<file path="src/rtl/datecounter_if.sv">
// Control and status bundle between the calendar counter and its user
// (time counter / edit controller / display mux).
interface datecounter_if;
    logic       dayroll;
    logic       freeze;
    logic       inc;
    logic       dec;
    logic [1:0] sel;
    logic [4:0] dd;
    logic [3:0] mo;
    logic [6:0] yy;
    logic [4:0] dim;
    logic       newyear;

    modport master (
        output dayroll, freeze, inc, dec, sel,
        input  dd, mo, yy, dim, newyear
    );

    modport slave (
        input  dayroll, freeze, inc, dec, sel,
        output dd, mo, yy, dim, newyear
    );
endinterface

</file>
<file path="src/rtl/datecounter.sv">
// Day/month/year calendar for 2000..2099, advanced by the time counter's
// dayroll pulse and editable field-by-field while frozen.
module datecounter #(
    parameter int unsigned RESET_DAY   = 1,
    parameter int unsigned RESET_MONTH = 1,
    parameter int unsigned RESET_YEAR  = 0
) (
    input  logic         clk,
    input  logic         rst,
    datecounter_if.slave bus
);

    logic [4:0] dd_q, dd_d;
    logic [3:0] mo_q, mo_d;
    logic [6:0] yy_q, yy_d;
    logic       newyear_q, newyear_d;
    logic [4:0] dim_q, dim_new;

    function automatic logic [4:0] days_in(input logic [3:0] m, input logic [6:0] y);
        case (m)
            4'd4, 4'd6, 4'd9, 4'd11: days_in = 5'd30;
            4'd2:                    days_in = (y[1:0] == 2'b00) ? 5'd29 : 5'd28;
            default:                 days_in = 5'd31;
        endcase
    endfunction

    assign dim_q = days_in(mo_q, yy_q);

    always_comb begin
        dd_d      = dd_q;
        mo_d      = mo_q;
        yy_d      = yy_q;
        newyear_d = 1'b0;
        dim_new   = 5'd0;
        if (!bus.freeze) begin
            if (bus.dayroll) begin
                if (dd_q < dim_q) begin
                    dd_d = dd_q + 5'd1;
                end else begin
                    dd_d = 5'd1;
                    if (mo_q < 4'd12) begin
                        mo_d = mo_q + 4'd1;
                    end else begin
                        mo_d      = 4'd1;
                        yy_d      = (yy_q == 7'd99) ? 7'd0 : yy_q + 7'd1;
                        newyear_d = 1'b1;
                    end
                end
            end
        end else if (bus.inc ^ bus.dec) begin
            unique case (bus.sel)
                2'b01: begin
                    if (bus.inc) dd_d = (dd_q >= dim_q) ? 5'd1 : dd_q + 5'd1;
                    else         dd_d = (dd_q <= 5'd1) ? dim_q : dd_q - 5'd1;
                end
                2'b10: begin
                    if (bus.inc) mo_d = (mo_q >= 4'd12) ? 4'd1 : mo_q + 4'd1;
                    else         mo_d = (mo_q <= 4'd1) ? 4'd12 : mo_q - 4'd1;
                end
                2'b11: begin
                    if (bus.inc) yy_d = (yy_q >= 7'd99) ? 7'd0 : yy_q + 7'd1;
                    else         yy_d = (yy_q == 7'd0) ? 7'd99 : yy_q - 7'd1;
                end
                default: ;
            endcase
        end
        // Clamp against the month/year being written so a month or year edit
        // never leaves an impossible date; a no-op for rollover and day edits.
        dim_new = days_in(mo_d, yy_d);
        if (dd_d > dim_new) dd_d = dim_new;
    end

    always_ff @(posedge clk or posedge rst) begin
        if (rst) begin
            dd_q      <= 5'(RESET_DAY);
            mo_q      <= 4'(RESET_MONTH);
            yy_q      <= 7'(RESET_YEAR);
            newyear_q <= 1'b0;
        end else begin
            dd_q      <= dd_d;
            mo_q      <= mo_d;
            yy_q      <= yy_d;
            newyear_q <= newyear_d;
        end
    end

    assign bus.dd      = dd_q;
    assign bus.mo      = mo_q;
    assign bus.yy      = yy_q;
    assign bus.dim     = dim_q;
    assign bus.newyear = newyear_q;

endmodule

</file>
<file path="src/flat_wrapper.sv">
// flat-port wrapper written by rule: the top's interface ports become plain ports
module datecounter_flat 
#(
    parameter int unsigned RESET_DAY   = 1,
    parameter int unsigned RESET_MONTH = 1,
    parameter int unsigned RESET_YEAR  = 0
)
  (clk, rst, bus_dayroll, bus_freeze, bus_inc, bus_dec, bus_sel, bus_dd, bus_mo, bus_yy, bus_dim, bus_newyear);
  datecounter_if bus_i ();
  input  logic clk;
  input  logic rst;
  input wire logic [$bits(bus_i.dayroll)-1:0] bus_dayroll;
  input wire logic [$bits(bus_i.freeze)-1:0] bus_freeze;
  input wire logic [$bits(bus_i.inc)-1:0] bus_inc;
  input wire logic [$bits(bus_i.dec)-1:0] bus_dec;
  input wire logic [$bits(bus_i.sel)-1:0] bus_sel;
  output wire logic [$bits(bus_i.dd)-1:0] bus_dd;
  output wire logic [$bits(bus_i.mo)-1:0] bus_mo;
  output wire logic [$bits(bus_i.yy)-1:0] bus_yy;
  output wire logic [$bits(bus_i.dim)-1:0] bus_dim;
  output wire logic [$bits(bus_i.newyear)-1:0] bus_newyear;
  assign bus_i.dayroll = bus_dayroll;
  assign bus_i.freeze = bus_freeze;
  assign bus_i.inc = bus_inc;
  assign bus_i.dec = bus_dec;
  assign bus_i.sel = bus_sel;
  assign bus_dd = bus_i.dd;
  assign bus_mo = bus_i.mo;
  assign bus_yy = bus_i.yy;
  assign bus_dim = bus_i.dim;
  assign bus_newyear = bus_i.newyear;
  datecounter #(.RESET_DAY(RESET_DAY), .RESET_MONTH(RESET_MONTH), .RESET_YEAR(RESET_YEAR)) u_core (.clk(clk), .rst(rst), .bus(bus_i));
endmodule
</file>
<file path="config.mk">
export PLATFORM = sky130hd
export DESIGN_NAME = datecounter_flat
export DESIGN_NICKNAME = d
export VERILOG_FILES = /design/src/rtl/datecounter_if.sv /design/src/rtl/datecounter.sv /design/src/flat_wrapper.sv
export SDC_FILE = /design/constraint.sdc
export NUM_CORES = 1
export LEC_CHECK = 0
export BUFFER_PORTS_ARGS = -buffer_cell sky130_fd_sc_hd__buf_2
export CORE_MARGIN = 3
export CORE_UTILIZATION = 50
export CTS_CLUSTER_SIZE = 12
export DETAILED_ROUTE_END_ITERATION = 7
export PLACE_DENSITY = 0.79
export SLEW_MARGIN = 0
export SYNTH_ARGS = -nofsm -noshare
export SYNTH_HDL_FRONTEND = slang
export SYNTH_SLANG_ARGS = --single-unit
</file>
<file path="constraint.sdc">
create_clock -name clk -period 12.4 [get_ports clk]
set_input_delay 2.48 -clock clk [delete_from_list [all_inputs] [get_ports clk]]
set_output_delay 2.48 -clock clk [all_outputs]
set_load 0.01 [all_outputs]
</file>
==> results of run 1 <==
-- cell type report --
class | instances | area share
Inverter | 23 | 0.0397
Multi-Input combinational cell | 204 | 0.655
Clock buffer | 4 | 0.0207
Sequential cell | 17 | 0.197
Tap cell | 48 | 0.0276
Timing Repair Buffer | 26 | 0.0598
-- kinds of logic (layout without fill, tap and decap cells) --
| group | after synthesis | after routing | share of synthesized area |
|---|---|---|---|
| muxes | 6 | 6 | 0.0384 |
| xor gates and xnor gates | 10 | 10 | 0.0471 |
| adders and majority gates | 13 | 13 | 0.0805 |
| AOI/OAI and AO/OA | 88 | 88 | 0.310 |
| DFF | 17 | 17 | 0.212 |
| other | 1 | 3 | 0.00186 |
| buffers and inverters | 39 | 53 | 0.0867 |
| and+or+nand+nor | 84 | 84 | 0.224 |
-- worst max-delay path: cells and delay by family --
family,cells,cell delay (ns)
xor gates and xnor gates,1,0.29
buffers and inverters,1,0.37
muxes,1,0.31
adders and majority gates,1,0.31
AOI/OAI and AO/OA,4,0.90
and+or+nand+nor,3,0.68
-- worst paths after layout --
kind	from	end	slack, ns	cells past startpoint
min in group asynchronous	rst	u_core.bus.yy[6]$_DFFE_PP0P_	2.30	2
max in group asynchronous	rst	u_core.bus.yy[0]$_DFF_PP0_	9.68	2
max reg2reg	u_core.bus.mo[0]$_DFF_PP1_	u_core.bus.dd[0]$_DFF_PP1_	8.08	15
min	u_core.bus.yy[2]$_DFFE_PP0P_	u_core.bus.yy[2]$_DFFE_PP0P_	0.61	1
min reg2reg	u_core.bus.yy[2]$_DFFE_PP0P_	u_core.bus.yy[2]$_DFFE_PP0P_	0.61	1
max	bus_inc	u_core.bus.dd[0]$_DFF_PP1_	7.23	11
-- placed cells by master (no fill, tap or decap), types with 4 or more instances in the layout --
cell type / instances
and3_1: 8
nand3_1: 10
ha_1: 13
a211oi_1: 5
xnor2_1: 5
inv_1: 23
dfrtp_1: 15
buf_2: 26
nor2_1: 20
mux2i_1: 4
o211ai_1: 6
a21oi_1: 21
a21o_1: 4
a221oi_1: 6
nor3_1: 7
o21ai_0: 16
nand2_1: 17
a31oi_1: 4
xor2_1: 4
-- flip-flops by register name, summed over array words and instances (netlist names) --
signal,count
u_core.bus.dd,5
u_core.bus.yy,7
u_core.bus.mo,4
u_core.bus.newyear,1
-- where the power goes --
| part | leakage (nW) | internal [mW] | switching [mW] | total (mW) |
|---|---|---|---|---|
| registers | 0.200 | 0.0798 | 0.0589 | 0.139 |
| clock network | 0.0228 | 0.0228 | 0.0188 | 0.0416 |
| logic | 0.722 | 0.113 | 0.158 | 0.271 |
-- per-layer routing --
metal	wire length (microns)	part of all wire
met5	0	0
met4	90	0.017
met3	484	0.093
met2	2310	0.45
met1	2300	0.44
-- metrics by stage --
step / worst slack, ns / hold slack (ns) / cells / utilization / total power [mW]
6_report: 7.23 / 0.612 / 322 / 0.577 / 0.451
5_1_grt: 7.01 / 0.646 / 322 / 0.577 / 0.493
4_1_cts: 7.29 / 0.604 / 322 / 0.577 / 0.447
3_5_place_dp: 7.04 / 0.591 / 318 / 0.565 / 0.403
3_3_place_gp: 7.16 / 0.579 / 318 / 0.565 / 0.399
2_1_floorplan: 7.53 / 0.594 / 260 / - / 0.334
==> results list, run 1 <==
- Clk Tree Root Cell: clkbuf_8
* Total of endpoints with negative setup slack in the final report: 0
- The worst setup path is captured at a flop.
- Each instance of the synthesized netlist takes up on average 7.83 sq um.
- Cells resized by post-CTS repair: 0
- Final hold violation count: 0
- For this run, global-route usage on met2 was measured as 0.331.
- For this design the ratio of total power to cell area is 208 nW/um^2.
- Core area: 3770 sq um
- CTS max path bufs: 2
- Maximum fanout count along the critical path: 25
- After synthesis, the netlist uses 62 different library cells.
- The congestion estimate from routability-driven global placement came to 0.882.
- The slowest stage of the critical path is the buf_2 cell.
- The floorplan step set the die width to 69.6 microns.
- Number of cell rows: 22
* Leading post-synthesis cells by cell area: dfrtp_1, ha_1, a21oi_1, inv_1, o21ai_0
* Number of remaining DRC errors: 0
- Vias per cell: 6.48
- Buffers added to address setup during post-CTS repair amount to 0.
* Top-count cell post-synth: inv_1
* Count of antenna diodes in the layout: 0
- Yosys mapped a number of flops with a built-in enable equal to 0.
* Sequential-to-total area share from yosys stat: 0.212
* Via count: 2,085
- The net count of the finished layout is 296.
- Total Negative Setup Slacks: 0 ns
* Violation count after the first detailed-route iteration: 208
- The first global-routing pass estimated 8710 microns of wire.
- In the final layout, the multi-input gates occupy 1430 sq um.
- Critical Path Most Common Cell: o211ai_1
- The tool flagged a number of max-cap violations equal to 0.
- Largest area contributor in the synthesized netlist: dfrtp_1
- Cells along the critical path: buf_2 > xor2_2 > nand2_1 > o211ai_1 > o211ai_1 > and3_1 > a211oi_1 > ha_1 > a21oi_1 > and4_1 > mux2_4
- In the final layout, flip-flops and latches occupy 428 sq um.
- Peak per-stage delay on the critical path: 0.37 ns
- Count of state elements after synthesis: 17
- Netlist area before placement: 2020 sq um
- Fill cell total of the finished layout: 362
- Of all flip-flops after synthesis, the portion carrying an async set or reset was 1.00.
* RSZ-0062 raised after global routing: false
- Number of antenna violations at the first check in global routing: 0
- Yosys synthesis warning count: 0
* Met3 usage: 0.0420
- Post-route cell area: 2170 sq um
- Required time reported for the critical path endpoint: 12.58 ns
- Total iterations of the first detailed-routing run: 5
- For this run, the leading register cell type out of synthesis is dfrtp_1.
- The count of buffers added on input and output ports is 26.
- In this run the vertical extent of the chip is 69.6 microns.
- TritonCTS built the clock tree.
- For met1 alone, demand over resource in global routing was 0.313.
- Final worst clock skew: 0.00438 ns
- Pin count of the biggest net entering global routing: 26
- For this configuration, the core starts out at a cell density of 0.536.
- Across every metal layer, demand over resource in global routing totals 0.214.
- After detailed routing, the average wire length per cell comes to 16.1 microns.
* Highest clock frequency the design can meet: 193 MHz
- Synthesis handed over a netlist of 258 instances.
* Startpoint type of the worst setup path: input port
- In this run, post-CTS hold repair placed 0 buffers.
- Fraction of synthesized cell area taken by the top area cell type: 0.186
- Data arrives at the worst endpoint at 5.36 ns.
- Number of placed I/O pins: 30
- The setup path with the least slack is of type input port to flop.
- The placed instances occupy a cell area of 2130 sq um.
* Slew at the pin closest to its max-slew limit: 0.673 ns
* Die Outline Area: 4840 sq um
* Final-report max-slew violation count: 0
* Leakage power summed over all cells: 0.945 nW
- The path class of the tightest hold or removal check is flop to flop.
- GRT Max-Usage Layer: met2
- Sink count of the clock tree: 17
- Minimum clock period: 5.17 ns
* Worst-Skew Late Latency: 0.25 ns
* Post-route fraction of the period consumed by the critical path: 0.417
- Clock slew at the register clock pins of the worst setup and hold paths: 0.07 ns
- In this run the number of H-tree levels came out at 1.
- Layout cell share with drive strength beyond 1: 0.164
- Post-route ant nets: 0
- Via count of the first global-routing pass: 1,831
- Wirelength, routed: 5180 microns
- Total clock buffers created by CTS: 3
- Area growth from synthesis to layout: 7.62%
- Max-slew headroom: 0.550
- Overflow left after global routing: 0
* Status: finished, final reports clean
- Hpwl dp: 3830 microns
- Commonest cells in the synthesized netlist: inv_1, a21oi_1, nor2_1
- IR analysis of the VDD net gives a maximum drop of 170 uV.
Note: power is estimated with default switching activity, not from simulation.
==> run 2, diff against run 1 <==
--- a/config.mk
+++ b/config.mk
@@ -10,7 +10,7 @@
 export CORE_UTILIZATION = 50
 export CTS_CLUSTER_SIZE = 12
 export DETAILED_ROUTE_END_ITERATION = 7
-export PLACE_DENSITY = 0.79
+export PLACE_DENSITY = 0.82
 export SLEW_MARGIN = 0
 export SYNTH_ARGS = -nofsm -noshare
 export SYNTH_HDL_FRONTEND = slang
==> constraint.sdc (replaced) <==
create_clock -name clk -period 4.4 [get_ports clk]
set_input_delay 0.88 -clock clk [delete_from_list [all_inputs] [get_ports clk]]
set_output_delay 0.88 -clock clk [all_outputs]
set_load 0.01 [all_outputs]
==> run 2 against run 1 <==
Net effect:
- clock power grew to 2.9 times the previous value
- largest cell class unchanged
- clock-buffer cell count down 1
- final cell count is 0.31% higher
- die area did not move
- routed wire length increased by 3.6%
- design area up 1.0%
==> results list, run 2 (synthesis results as in run 1) <==
- Wirelength, routed: 5360 microns
- At the end of routability-driven placement, the weighted congestion stood at 0.955.
* CTS tree: yes
- CTS max path bufs: 2
- Utilization after layout: 0.583
- Final nets: 297
- For the pin with the worst max-slew slack, the measured transition is 0.744 ns.
* Total of endpoints with negative setup slack in the final report: 0
- The final hold violation count was 0.
- The min-delay analysis places its worst path in the category flop to flop.
- For this run, the top clock speed supported by timing is 247 MHz.
* Area growth from synthesis to layout: 8.73%
* Leakage power summed over all cells: 0.956 nW
- Core area: 3770 sq um
- In this run the number of H-tree levels came out at 1.
- STA classifies the critical path startpoint as a flop.
* Number of placed I/O pins: 30
- Number of cell rows: 22
* Part of the total power dissipated in sequential elements: 0.302
- The number of antenna violations at the first check in global routing is 0.
* Status: finished, final reports clean
* Via count: 2,051
- Number of buffers added on ports: 26
- Critical path start-end classification: flop to flop
- Clock slew at the register clock pins of the worst setup and hold paths: 0.07 ns
- The first TritonRoute pass finished after 5 iterations.
- Internal power comes to 618 uW.
* Max-slew headroom: 0.503
- The max-slew violation count is 0.
- Die Outline Area: 4840 sq um
- Routed length per instance: 16.6 microns
* Clk Tree Root Cell: clkbuf_8
- Sink count of the clock tree: 17
* Power dissipated by switching net loads: 674 uW
- Dividing the detail-routed via count by the number of cells gives 6.35.
- After detailed routing, the number of remaining DRC violations is 0.
* Net Sw Frac: 0.522
- For the final routed database, the setup TNS stands at 0 ns.
- For this run, the total global-route usage over all layers was measured as 0.219.
- The die is 69.6 microns wide.
- Share of total power in combinational logic: 0.606
- Post-layout instance count excluding filler cells: 323
- Hpwl dp: 3970 microns
- Via count of the first global-routing pass: 1,840
- STA classifies the critical path endpoint as a flop.
- In the final layout, the share of cells above drive strength 1 is 0.182.
- For this design the ratio of total power to cell area is 588 nW/um^2.
- The repair_antennas step left the layout with diodes totalling 0.
- The register with the most flip-flops in the layout has 7 of them.
- Clk pwr share: 0.092
* Post-route fraction of the period consumed by the critical path: 0.921
- In this run the vertical extent of the chip is 69.6 microns.
- The initial utilization of the core area, before any placement, comes to 0.536.
- Total clock buffers created by CTS: 3
- The worst path in the final design needs a cycle of 4.05 ns, including I/O delays and setup.
* Maximum vdd drop: 470 uV
* Leading cell type in the layout, fill and taps excluded: buf_2
- Final worst clock skew: 0.00570 ns
* Commonest cells after routing, fill and taps aside: buf_2, inv_1, nor2_1, a21oi_1, nand2_1
- The first global-routing pass estimated 8950 microns of wire.
* Post-route ant nets: 0
* Violation count after the first detailed-route iteration: 252
- Overflow left after global routing: 0
- The number of placed instances, taps included, is 318.
- Maximum fanout count along the critical path: 11
- Pin count of the biggest net entering global routing: 26
* Number of max-cap violations: 0
- Data arrival time of the worst path: 4.24 ns
- Worst-Skew Late Latency: 0.26 ns
* Required time reported for the critical path endpoint: 4.59 ns
- RSZ-0062 raised after global routing: false
==> run 2: stage by stage <==
step | setup WS [ns] | hold WS (ns) | instance area, sq um | power (mW)
2_1_floorplan | 0.294 | 0.594 | 2030 | 0.942
3_3_place_gp | 0.441 | 0.579 | 2130 | 1.12
3_5_place_dp | 0.308 | 0.584 | 2130 | 1.14
4_1_cts | 0.272 | 0.596 | 2180 | 1.26
5_1_grt | 0.0119 | 0.642 | 2200 | 1.42
6_report | 0.348 | 0.594 | 2200 | 1.29
==> run 2: layout make-up <==
cell class | count | area (sq um)
clock buffer | 3 | 41.3
clock inverter | 1 | 5.00
fill | 361 | 1570
inverter | 23 | 86.3
multi-input combinational | 204 | 1440
sequential | 17 | 428
tap | 48 | 60.1
timing repair buffer | 27 | 138
==> run 2: timing repair <==
action                                  CTS  global route
hold buffers                              0             0
gates resized for setup                   0             4
hold endpoints to repair                  0             0
endpoints found under the setup margin    0             2
setup buffers                             0             1
==> run 2: critical path, stage by stage, from the launching register on <==
cell and delay (ns):
dfstp_2 0.63, inv_1 0.11, ha_1 0.22, inv_1 0.07, nor3_1 0.07, ha_1 0.34
nor2b_2 0.25, o211ai_4 0.12, or3_1 0.38, mux4_2 0.50, a21boi_2 0.15, a211oi_1 0.09
ha_1 0.28, a21oi_1 0.17, and4_1 0.29, mux2_4 0.31
==> run 2: worst paths after layout <==
| kind | depth (start not counted) | to | slack [ns] | startpoint |
|---|---|---|---|---|
| hold reg to reg | 1 | u_core.bus.yy[3]$_DFFE_PP0P_ | 0.59 | u_core.bus.yy[3]$_DFFE_PP0P_ |
| setup / recovery | 15 | u_core.bus.dd[0]$_DFF_PP1_ | 0.35 | u_core.bus.mo[0]$_DFF_PP1_ |
| max in group asynchronous | 2 | u_core.bus.mo[2]$_DFF_PP0_ | 3.27 | rst |
| hold / removal | 1 | u_core.bus.yy[3]$_DFFE_PP0P_ | 0.59 | u_core.bus.yy[3]$_DFFE_PP0P_ |
| min in group asynchronous | 2 | u_core.bus.dd[2]$_DFF_PP0_ | 0.70 | rst |
| setup reg to reg | 15 | u_core.bus.dd[0]$_DFF_PP1_ | 0.35 | u_core.bus.mo[0]$_DFF_PP1_ |
==> run 2: power by group through the flow <==
stage	sequential, mW	clock, mW	combinational (mW)
finish	0.391	0.119	0.783
detailed placement	0.390	0	0.750
floorplan	0.339	0	0.603
global route	0.414	0.127	0.875
global placement	0.389	0	0.735
CTS	0.389	0.120	0.755
==> run 2: metal layers <==
layer	track usage	wire length, microns	up-vias
met5	0	0	-
met4	0.0564	134	0
met3	0.0362	325	14
met2	0.354	2480	83
met1	0.304	2420	972
li1	-	-	982
